[config.mk]
export PLATFORM = sky130hd
export DESIGN_NAME = coproc_result_queue
export DESIGN_NICKNAME = d
export VERILOG_FILES = /design/src/rtl/coproc_result_queue.sv
export SDC_FILE = /design/constraint.sdc
export NUM_CORES = 1
export LEC_CHECK = 0
export ABC_AREA = 1
export BUFFER_PORTS_ARGS = -buffer_cell sky130_fd_sc_hd__buf_2
export CORE_UTILIZATION = 55
export CTS_CLUSTER_DIAMETER = 50
export CTS_CLUSTER_SIZE = 20
export DETAILED_ROUTE_END_ITERATION = 12
export PLACE_DENSITY = 0.8
export SLEW_MARGIN = 20
export SYNTH_ARGS = -nofsm -noshare
export SYNTH_HDL_FRONTEND = slang
export SYNTH_SLANG_ARGS = --single-unit
[constraint.sdc]
create_clock -name clk_i -period 4.4 [get_ports clk_i]
set_input_delay 0 -clock clk_i [delete_from_list [all_inputs] [get_ports clk_i]]
set_output_delay 0 -clock clk_i [all_outputs]
set_load 0.05 [all_outputs]
[src/rtl/coproc_result_queue.sv]
// -----------------------------------------------------------------------------
// coproc_result_queue
//
// Holds results coming back from an offloaded coprocessor instruction until
// the core has decided (commit or kill) what to do with the matching id.
// Results leave in push order. A committed head is offered on the result port.
// A killed head is dropped silently. Commits may arrive before or after the
// result they refer to and are kept in a per-id table.
//
// Parameters
//   DEPTH  number of result entries (power of two, 2..8)
//   ID_W   width of the offload instruction id
//
// Ports
//   clk_i, rst_ni          clock (rising edge), asynchronous active-low reset
//   ex_valid_i/ex_ready_o  result handshake from the execute stage
//   ex_id_i, ex_rd_i,      result id, destination register, data and
//   ex_data_i, ex_we_i     write enable
//   commit_valid_i,        core decision for an offloaded id
//   commit_id_i,           (commit_kill_i = 1 means discard)
//   commit_kill_i
//   result_valid_o/        result handshake towards the core
//   result_ready_i
//   result_id_o, result_rd_o,
//   result_data_o,         head entry fields (zero while the queue is empty)
//   result_we_o
// -----------------------------------------------------------------------------
module coproc_result_queue #(
   parameter int DEPTH = 4,
   parameter int ID_W  = 4
) (
   input  logic            clk_i,
   input  logic            rst_ni,

   input  logic            ex_valid_i,
   output logic            ex_ready_o,
   input  logic [ID_W-1:0] ex_id_i,
   input  logic [4:0]      ex_rd_i,
   input  logic [31:0]     ex_data_i,
   input  logic            ex_we_i,

   input  logic            commit_valid_i,
   input  logic [ID_W-1:0] commit_id_i,
   input  logic            commit_kill_i,

   output logic            result_valid_o,
   input  logic            result_ready_i,
   output logic [ID_W-1:0] result_id_o,
   output logic [4:0]      result_rd_o,
   output logic [31:0]     result_data_o,
   output logic            result_we_o
);

   localparam int PTR_W = (DEPTH > 1) ? $clog2(DEPTH) : 1;
   localparam int CNT_W = PTR_W + 1;
   localparam int NID   = 1 << ID_W;

   // entry storage (data path, not reset; gated by r_count on the outputs)
   logic [ID_W-1:0] r_id_mem   [DEPTH];
   logic [4:0]      r_rd_mem   [DEPTH];
   logic [31:0]     r_data_mem [DEPTH];
   logic            r_we_mem   [DEPTH];

   // control state
   logic [PTR_W-1:0] r_wr_ptr;
   logic [PTR_W-1:0] r_rd_ptr;
   logic [CNT_W-1:0] r_count;
   logic [NID-1:0]   r_cmt;
   logic [NID-1:0]   r_kill;

   logic            w_nonempty;
   logic            w_full;
   logic [ID_W-1:0] w_head_id;
   logic            w_head_cmt;
   logic            w_head_kill;
   logic            w_push;
   logic            w_pop_ok;
   logic            w_pop_kill;
   logic            w_pop;
   logic            w_cmt_wr;

   assign w_nonempty  = (r_count != '0);
   assign w_full      = (r_count == CNT_W'(DEPTH));
   assign w_head_id   = r_id_mem[r_rd_ptr];
   assign w_head_cmt  = r_cmt[w_head_id];
   assign w_head_kill = r_kill[w_head_id];

   // Full blocks the push even when a pop frees a slot in the same cycle,
   // keeping ex_ready_o a pure function of state.
   assign ex_ready_o = !w_full;
   assign w_push     = ex_valid_i && !w_full;

   assign result_valid_o = w_nonempty && w_head_cmt && !w_head_kill;
   assign w_pop_ok       = result_valid_o && result_ready_i;
   assign w_pop_kill     = w_nonempty && w_head_cmt && w_head_kill;
   assign w_pop          = w_pop_ok || w_pop_kill;

   // First commit wins; a commit aimed at the id being popped this cycle is
   // dropped so the freed table slot starts clean for the next use of the id.
   assign w_cmt_wr = commit_valid_i && !r_cmt[commit_id_i] &&
                     !(w_pop && (commit_id_i == w_head_id));

   assign result_id_o   = w_nonempty ? w_head_id            : '0;
   assign result_rd_o   = w_nonempty ? r_rd_mem[r_rd_ptr]   : '0;
   assign result_data_o = w_nonempty ? r_data_mem[r_rd_ptr] : '0;
   assign result_we_o   = w_nonempty ? r_we_mem[r_rd_ptr]   : 1'b0;

   // --- entry write ---
   always_ff @(posedge clk_i) begin
      if (w_push) begin
         r_id_mem[r_wr_ptr]   <= ex_id_i;
         r_rd_mem[r_wr_ptr]   <= ex_rd_i;
         r_data_mem[r_wr_ptr] <= ex_data_i;
         r_we_mem[r_wr_ptr]   <= ex_we_i;
      end
   end

   // --- pointers and occupancy ---
   always_ff @(posedge clk_i or negedge rst_ni) begin
      if (!rst_ni) begin
         r_wr_ptr <= '0;
         r_rd_ptr <= '0;
         r_count  <= '0;
      end else begin
         if (w_push) r_wr_ptr <= r_wr_ptr + PTR_W'(1);
         if (w_pop)  r_rd_ptr <= r_rd_ptr + PTR_W'(1);
         case ({w_push, w_pop})
            2'b10:   r_count <= r_count + CNT_W'(1);
            2'b01:   r_count <= r_count - CNT_W'(1);
            default: r_count <= r_count;
         endcase
      end
   end

   // --- commit table ---
   always_ff @(posedge clk_i or negedge rst_ni) begin
      if (!rst_ni) begin
         r_cmt  <= '0;
         r_kill <= '0;
      end else begin
         if (w_cmt_wr) begin
            r_cmt[commit_id_i]  <= 1'b1;
            r_kill[commit_id_i] <= commit_kill_i;
         end
         if (w_pop) begin
            r_cmt[w_head_id]  <= 1'b0;
            r_kill[w_head_id] <= 1'b0;
         end
      end
   end

endmodule
**Yosys cells after proc, flatten, opt, wreduce, memory -nomap -nowiden**

Memory sizes are Yosys's and may differ from the RTL's.
Cells that the tools add are included.

- Output and inout port bits: 44
- Bits in writable memories: 168
- Register bits: 39
- Logic and storage cells: 64
- Memories kept: 4

Memory list:

| name | depth | width | rd ports | clocked after memory_dff | wr ports | line | source |
|---|---|---|---|---|---|---|---|
| r_data_mem | 4 | 32 | 1 | 0 | 1 | 61 | `logic [31:0] r_data_mem [DEPTH];` |
| r_rd_mem | 4 | 5 | 1 | 0 | 1 | 60 | `logic [4:0] r_rd_mem [DEPTH];` |
| r_id_mem | 4 | 4 | 1 | 0 | 1 | 59 | `logic [ID_W-1:0] r_id_mem [DEPTH];` |
| r_we_mem | 4 | 1 | 1 | 0 | 1 | 62 | `logic r_we_mem [DEPTH];` |

- Equality and inequality tests: 4
- Magnitude comparators: 4
- Mux-type cells: 22
- Reductions and logical operators: 17
- Add/subtract/negate cells: 4
- Bitwise gates (word level): 4

Operators by type and width:

| operator | number |
|---|---|
| two-way mux 16 bit | 4 |
| AND 16 bit | 2 |
| two-way mux 32 bit | 1 |
| bitwise mux 16 bit | 1 |
| inverter 16 bit | 1 |
| OR 16 bit | 1 |
| binary-select mux 1 bit (select 4 bit) | 3 |
| logical AND 1 bit | 10 |
| less-than comparator 4 x 5 -> 1 bit, second input constant | 2 |
| demux 1 bit (select 4 bit) | 2 |
| >= comparator 4 x 1 -> 1 bit, second input constant | 2 |
| two-way mux 1 bit | 8 |
| one-hot mux 3 bit (2 select lines) | 1 |
| two-way mux 5 bit | 1 |
| adder 2 x 1 -> 2 bit, second input constant | 2 |
| == test 4 bit | 1 |
| zero test 1 bit | 4 |
| two-way mux 4 bit | 1 |
| adder 3 x 1 -> 3 bit, second input constant | 1 |
| == test 3 bit, second input constant | 1 |
| nonzero test 3 bit | 1 |
| subtractor 3 x 1 -> 3 bit, second input constant | 1 |
| == test 2 x 1 -> 1 bit, second input constant | 1 |
| == test 2 bit, second input constant | 1 |
| 2 further kinds | 2 |

**Depth between registers and ports, before layout**

An unclocked memory read counts as a cell.

- Depth after elaboration: 13
- Gate-level depth with buffers: 22

**Worst setup path after synthesis**

OpenSTA, ideal clock, no wires.

- Path type: reg-to-reg
- Start: reg r_count[0]
- End: mem r_data_mem[0][0] (enable)
- Arrival: 2.984 ns
- Slack: 0.974 ns
- Clock period less this slack: 3.426 ns
- Required time: 3.958 ns
- Library setup time: 0.442 ns
- Stages on the path, launching flop included: 5
- Path through: dfrtp_1 > inv_1 > nand3_1 > nand2_1 > nor2_1

- Cells in the longest elaborated chain, start to end: 5

RTL lines:

| what | line | source |
|---|---|---|
| start: declaration | 67 | `logic [CNT_W-1:0] r_count;` |
| start signal: assignment | 128 | `2'b10: r_count <= r_count + CNT_W'(1);` |
| start signal: assignment | 129 | `2'b01: r_count <= r_count - CNT_W'(1);` |
| start signal: assignment | 130 | `default: r_count <= r_count;` |
| == test 3 bit | 83 | `assign w_full = (r_count == CNT_W'(DEPTH));` |
| zero test 1 bit | -- |  |
| net ex_ready_o | 36 | `output logic ex_ready_o,` |
| logical AND 1 bit | 91 | `assign w_push = ex_valid_i && !w_full;` |
| two-way mux 1 bit | 110 | `if (w_push) begin` |
| two-way mux 1 bit (implied by the code) | 113 | `r_data_mem[r_wr_ptr] <= ex_data_i;` |
| end: declaration | 61 |  |

The timed path passes the listed nets, and every way through them passes these cells.

**Worst setup path after layout**

- Start: reg r_rd_ptr[0]
- End: out result_valid_o

- Cells in the longest elaborated chain, start to end: 5
- Elaborated cells between the ends (all ways): 8

RTL lines:

| what | line | source |
|---|---|---|
| start: declaration | 66 | `logic [PTR_W-1:0] r_rd_ptr;` |
| start signal: assignment | 126 | `if (w_pop) r_rd_ptr <= r_rd_ptr + PTR_W'(1);` |
| memory (4 x 4 bit) * | -- |  |
| binary-select mux 1 bit (select 4 bit) (on tied branches) | 85, 86 |  |
| two-way mux 1 bit (on tied branches) | 85, 86 |  |
| logical AND 1 bit / zero test 1 bit (equally long branches) | 93 | `assign result_valid_o = w_nonempty && w_head_cmt && !w_head_kill;` |
| logical AND 1 bit * | 93 |  |
| end: declaration | 46 | `output logic result_valid_o,` |

Mark *: on every way between the ends. The rest lies on a longest branch, timed or not. The select of a mux whose other input is x is not followed.

==> reports/metrics.cfg <==
[sta]
grt_setup_unrepaired=no
fin_crit_ns=3.89
final-max-slew-violation-count=0
hold-worst-slack_ns=0.0378
fin_crit_sh=0.884
timing.setup.tns_ns=0
post-route-worst-setup-slack_ns=0.510
clock_skew_ns=0.0181
hold_viol=0
timing.final.setup_violations=0
timing.slew.headroom=0.358
fmax_mhz=257
tightestPinTransition_ns=0.963

[logic_synthesis]
avgSynthCellArea_um2=9.26
post_synth_num_cell_types=28
netlist_area_mm2=0.00979
post_synthesis_sequential_element_count=207
ys_async_sr_fraction=0.188
yosysSeqAreaShare=0.615
syn_inst=1057
synth-warning-count=0
syn_nets=1115
synthFlopType=sky130_fd_sc_hd__edfxtp_1
synth-edff-count=168

[critical_path]
worstPathArrival_ns=3.89
critical_path_class=reg -> out
crit_path_max_fanout=86
critical_path_sink_type=output pin
crit_path_start_kind=flop
worstPathRequired_ns=4.40

[global_routing]
grt.overflow.total=0
pin_count_of_the_biggest_net_entering_global_routing=87
grt_pass1_vias=7605
grtUsageTotal=0.263
antenna_found_initial=0
grt_first_pass_wirelength_um=37500

[detailed_routing]
num_vias=7868
vias_per_cell=5.54
initial_drc_count=673
routed_wire_length_um=23900
postRouteAntennaNets=0
drc=0
first_pass_iters=5
drt-wirelength-per-cell_um=16.8

[power_and_ir_drop]
pwr_density_cell_mw_per_mm2=823
vdd_ir_drop_max_mv=0.622
switching_share=0.503
power_switching_mw=4.79
power.internal_mw=4.74
clockPowerShare=0.190
power.combinational.fraction=0.515
leakage_power_of_the_design_nw=4.94
pwr-share-seq=0.294

[placement]
gp_routability_congestion=0.948
buffer_ports.inserted=95
hpwlAfterDp_um=13900
dp_slack_ns=0.743

[clock_tree]
numCtsBuffers=21
cts_resized=0
tritoncts_clock_tree=done
ctsRootBufferMaster=sky130_fd_sc_hd__clkbuf_16
cts.htree.levels=1
clock_pin_transition_on_the_worst_setup_and_hold_timing_paths_ns=0.07
cts.sinks=207
post-cts-setup-buffer-count=0
clock_path_buffers=3
clock_insertion_delay_worst_skew_ns=0.51

[status]
outcome=finished, final reports clean

[cells_and_area]
syn2layout_area_growth_pct=18.3
diodes=0
fin_nets=1238
post_route_cells_drive_above_1_share=0.139
final_core_util=0.667

[floorplan]
dieWidth_um=135
ios=96
dieHeight_um=135
design.die.area_mm2=0.0183
initial_core_util=0.564
std_cell_rows=48
design.core.area_mm2=0.0174

[min_path]
worst_hold_path_type=in -> reg

[job]
max_cap_viol_count=0

==> final timing paths <==
| kind | from | endpoint | slack [ns] | depth (start not counted) |
|---|---|---|---|---|
| max in group asynchronous | rst_ni | r_rd_ptr[1] | 3.54 | 2 |
| min in group asynchronous | rst_ni | r_kill[1] | 0.19 | 2 |
| worst min-delay path | commit_id_i[2] | r_cmt[15] | 0.04 | 7 |
| worst min register to register | r_count[0] | r_count[0] | 0.53 | 1 |
| worst max register to register | r_rd_ptr[0] | r_count[2] | 0.73 | 17 |
| worst max-delay path | r_rd_ptr[0] | result_valid_o | 0.51 | 12 |
==> registers in the layout (all words and copies together) (netlist names) <==
| signal | cells |
|---|---|
| r_data_mem | 128 |
| r_rd_mem | 20 |
| r_cmt | 16 |
| r_id_mem | 16 |
| r_kill | 16 |
| r_we_mem | 4 |
| r_count | 3 |
| r_rd_ptr | 2 |
| r_wr_ptr | 2 |
==> cell type report <==
cell class | instances | area [um2]
clock buffer | 22 | 529
clock inverter | 15 | 186
multi-input combinational | 736 | 3310
inverter | 62 | 233
fill | 1286 | 5780
timing repair buffer | 152 | 1010
sequential | 207 | 6020
tap | 225 | 282
==> kinds of logic after synthesis <==
group | after synthesis | share of synthesized area
buffers and inverters | 114 | 0.0505
xor gates and xnor gates | 4 | 0.00358
adders and majority gates | 6 | 0.00844
AOI/OAI and AO/OA | 176 | 0.0900
muxes | 1 | 0.00102
DFF | 207 | 0.615
and+or+nand+nor | 549 | 0.231
==> routing by layer <==
metal  up-vias  global-route usage  part of all wire
li1       3785                   -                 -
met1      3696               0.335              0.41
met2       339               0.458              0.50
met3        48              0.0415             0.070
met4         0              0.0880             0.022
met5         -                   0                 0
==> repair_timing <==
item,4_1_cts,5_1_grt
endpoints found under the hold margin,207,0
endpoints found under the setup margin,0,0
hold buffers,43,0
==> critical path, stage by stage, from the launching register on <==
cell,delay [ns]
sky130_fd_sc_hd__dfrtp_2,0.36
sky130_fd_sc_hd__buf_4,0.66
sky130_fd_sc_hd__nand2_1,0.22
sky130_fd_sc_hd__nand3_2,0.22
sky130_fd_sc_hd__nand2_2,0.26
sky130_fd_sc_hd__nand2_1,0.24
sky130_fd_sc_hd__nor2_1,0.11
sky130_fd_sc_hd__a21oi_1,0.17
sky130_fd_sc_hd__nand3_2,0.15
sky130_fd_sc_hd__nor2_8,0.12
sky130_fd_sc_hd__buf_4,0.40
sky130_fd_sc_hd__and2_1,0.20
sky130_fd_sc_hd__buf_2,0.27
==> cells in the final DEF (no fill, tap or decap) <==
cell | netlist | layout
sky130_fd_sc_hd__a21oi_1 | 75 | 75
sky130_fd_sc_hd__and2_1 | 1 | 1
sky130_fd_sc_hd__buf_2 | 11 | 95
sky130_fd_sc_hd__buf_4 | 4 | 14
sky130_fd_sc_hd__clkbuf_1 | 20 | 1
sky130_fd_sc_hd__clkbuf_16 | 0 | 21
sky130_fd_sc_hd__clkinv_4 | 0 | 2
sky130_fd_sc_hd__clkinv_8 | 0 | 4
sky130_fd_sc_hd__dfrtp_1 | 39 | 37
sky130_fd_sc_hd__dfrtp_2 | 0 | 2
sky130_fd_sc_hd__dlygate4sd3_1 | 0 | 43
sky130_fd_sc_hd__edfxtp_1 | 168 | 168
sky130_fd_sc_hd__fa_1 | 1 | 1
sky130_fd_sc_hd__ha_1 | 5 | 5
sky130_fd_sc_hd__inv_1 | 60 | 60
sky130_fd_sc_hd__inv_12 | 0 | 2
sky130_fd_sc_hd__inv_2 | 2 | 2
sky130_fd_sc_hd__inv_6 | 0 | 3
sky130_fd_sc_hd__inv_8 | 0 | 4
sky130_fd_sc_hd__mux2i_1 | 1 | 1
sky130_fd_sc_hd__nand2_1 | 256 | 256
sky130_fd_sc_hd__nand2_2 | 6 | 6
sky130_fd_sc_hd__nand2_4 | 1 | 1
sky130_fd_sc_hd__nand3_1 | 73 | 73
sky130_fd_sc_hd__nand3_2 | 3 | 3
sky130_fd_sc_hd__nand3b_1 | 13 | 13
sky130_fd_sc_hd__nand4_1 | 1 | 1
sky130_fd_sc_hd__nor2_1 | 193 | 188
sky130_fd_sc_hd__nor2_2 | 0 | 1
sky130_fd_sc_hd__nor2_4 | 0 | 4
sky130_fd_sc_hd__nor2_8 | 1 | 1
sky130_fd_sc_hd__nor3_2 | 0 | 1
sky130_fd_sc_hd__o21ai_0 | 97 | 97
sky130_fd_sc_hd__o21ai_1 | 4 | 4
sky130_fd_sc_hd__xnor2_1 | 2 | 2
sky130_fd_sc_hd__xor2_1 | 2 | 2
==> synth_stat cells, types with 2 or more instances <==
| master | n | area [um2] |
|---|---|---|
| sky130_fd_sc_hd__nand2_1 | 256 | 961 |
| sky130_fd_sc_hd__nor2_1 | 193 | 724 |
| sky130_fd_sc_hd__edfxtp_1 | 168 | 5040 |
| sky130_fd_sc_hd__o21ai_0 | 97 | 485 |
| sky130_fd_sc_hd__a21oi_1 | 75 | 375 |
| sky130_fd_sc_hd__nand3_1 | 73 | 365 |
| sky130_fd_sc_hd__inv_1 | 60 | 225 |
| sky130_fd_sc_hd__dfrtp_1 | 39 | 976 |
| sky130_fd_sc_hd__clkbuf_1 | 20 | 75.1 |
| sky130_fd_sc_hd__nand3b_1 | 13 | 97.6 |
| sky130_fd_sc_hd__buf_1 | 12 | 45.0 |
| sky130_fd_sc_hd__buf_2 | 11 | 55.1 |
| sky130_fd_sc_hd__nand2_2 | 6 | 37.5 |
| sky130_fd_sc_hd__buf_6 | 5 | 56.3 |
| sky130_fd_sc_hd__ha_1 | 5 | 62.6 |
| sky130_fd_sc_hd__buf_4 | 4 | 30.0 |
| sky130_fd_sc_hd__o21ai_1 | 4 | 20.0 |
| sky130_fd_sc_hd__nand3_2 | 3 | 30.0 |
| sky130_fd_sc_hd__inv_2 | 2 | 7.51 |
| sky130_fd_sc_hd__xnor2_1 | 2 | 17.5 |
| sky130_fd_sc_hd__xor2_1 | 2 | 17.5 |
==> through the flow <==
| step | instances | cell area [um2] | total power [mW] |
|---|---|---|---|
| floorplan | 1057 | 9790 | 6.58 |
| global placement | 1339 | 10400 | 7.55 |
| CTS | 1419 | 11600 | 9.51 |
| finish | 1419 | 11600 | 9.53 |
| detailed placement | 1339 | 10400 | 7.66 |
| global route | 1419 | 11600 | 10.1 |
==> power by group through the flow <==
stage | logic (mW) | clock network (mW) | registers [mW]
2_1_floorplan | 3.81 | 0 | 2.77
3_3_place_gp | 4.73 | 0 | 2.83
3_5_place_dp | 4.82 | 0 | 2.83
4_1_cts | 4.87 | 1.84 | 2.80
5_1_grt | 5.31 | 1.90 | 2.84
6_report | 4.91 | 1.81 | 2.81
(Power assumes the default switching activity.)
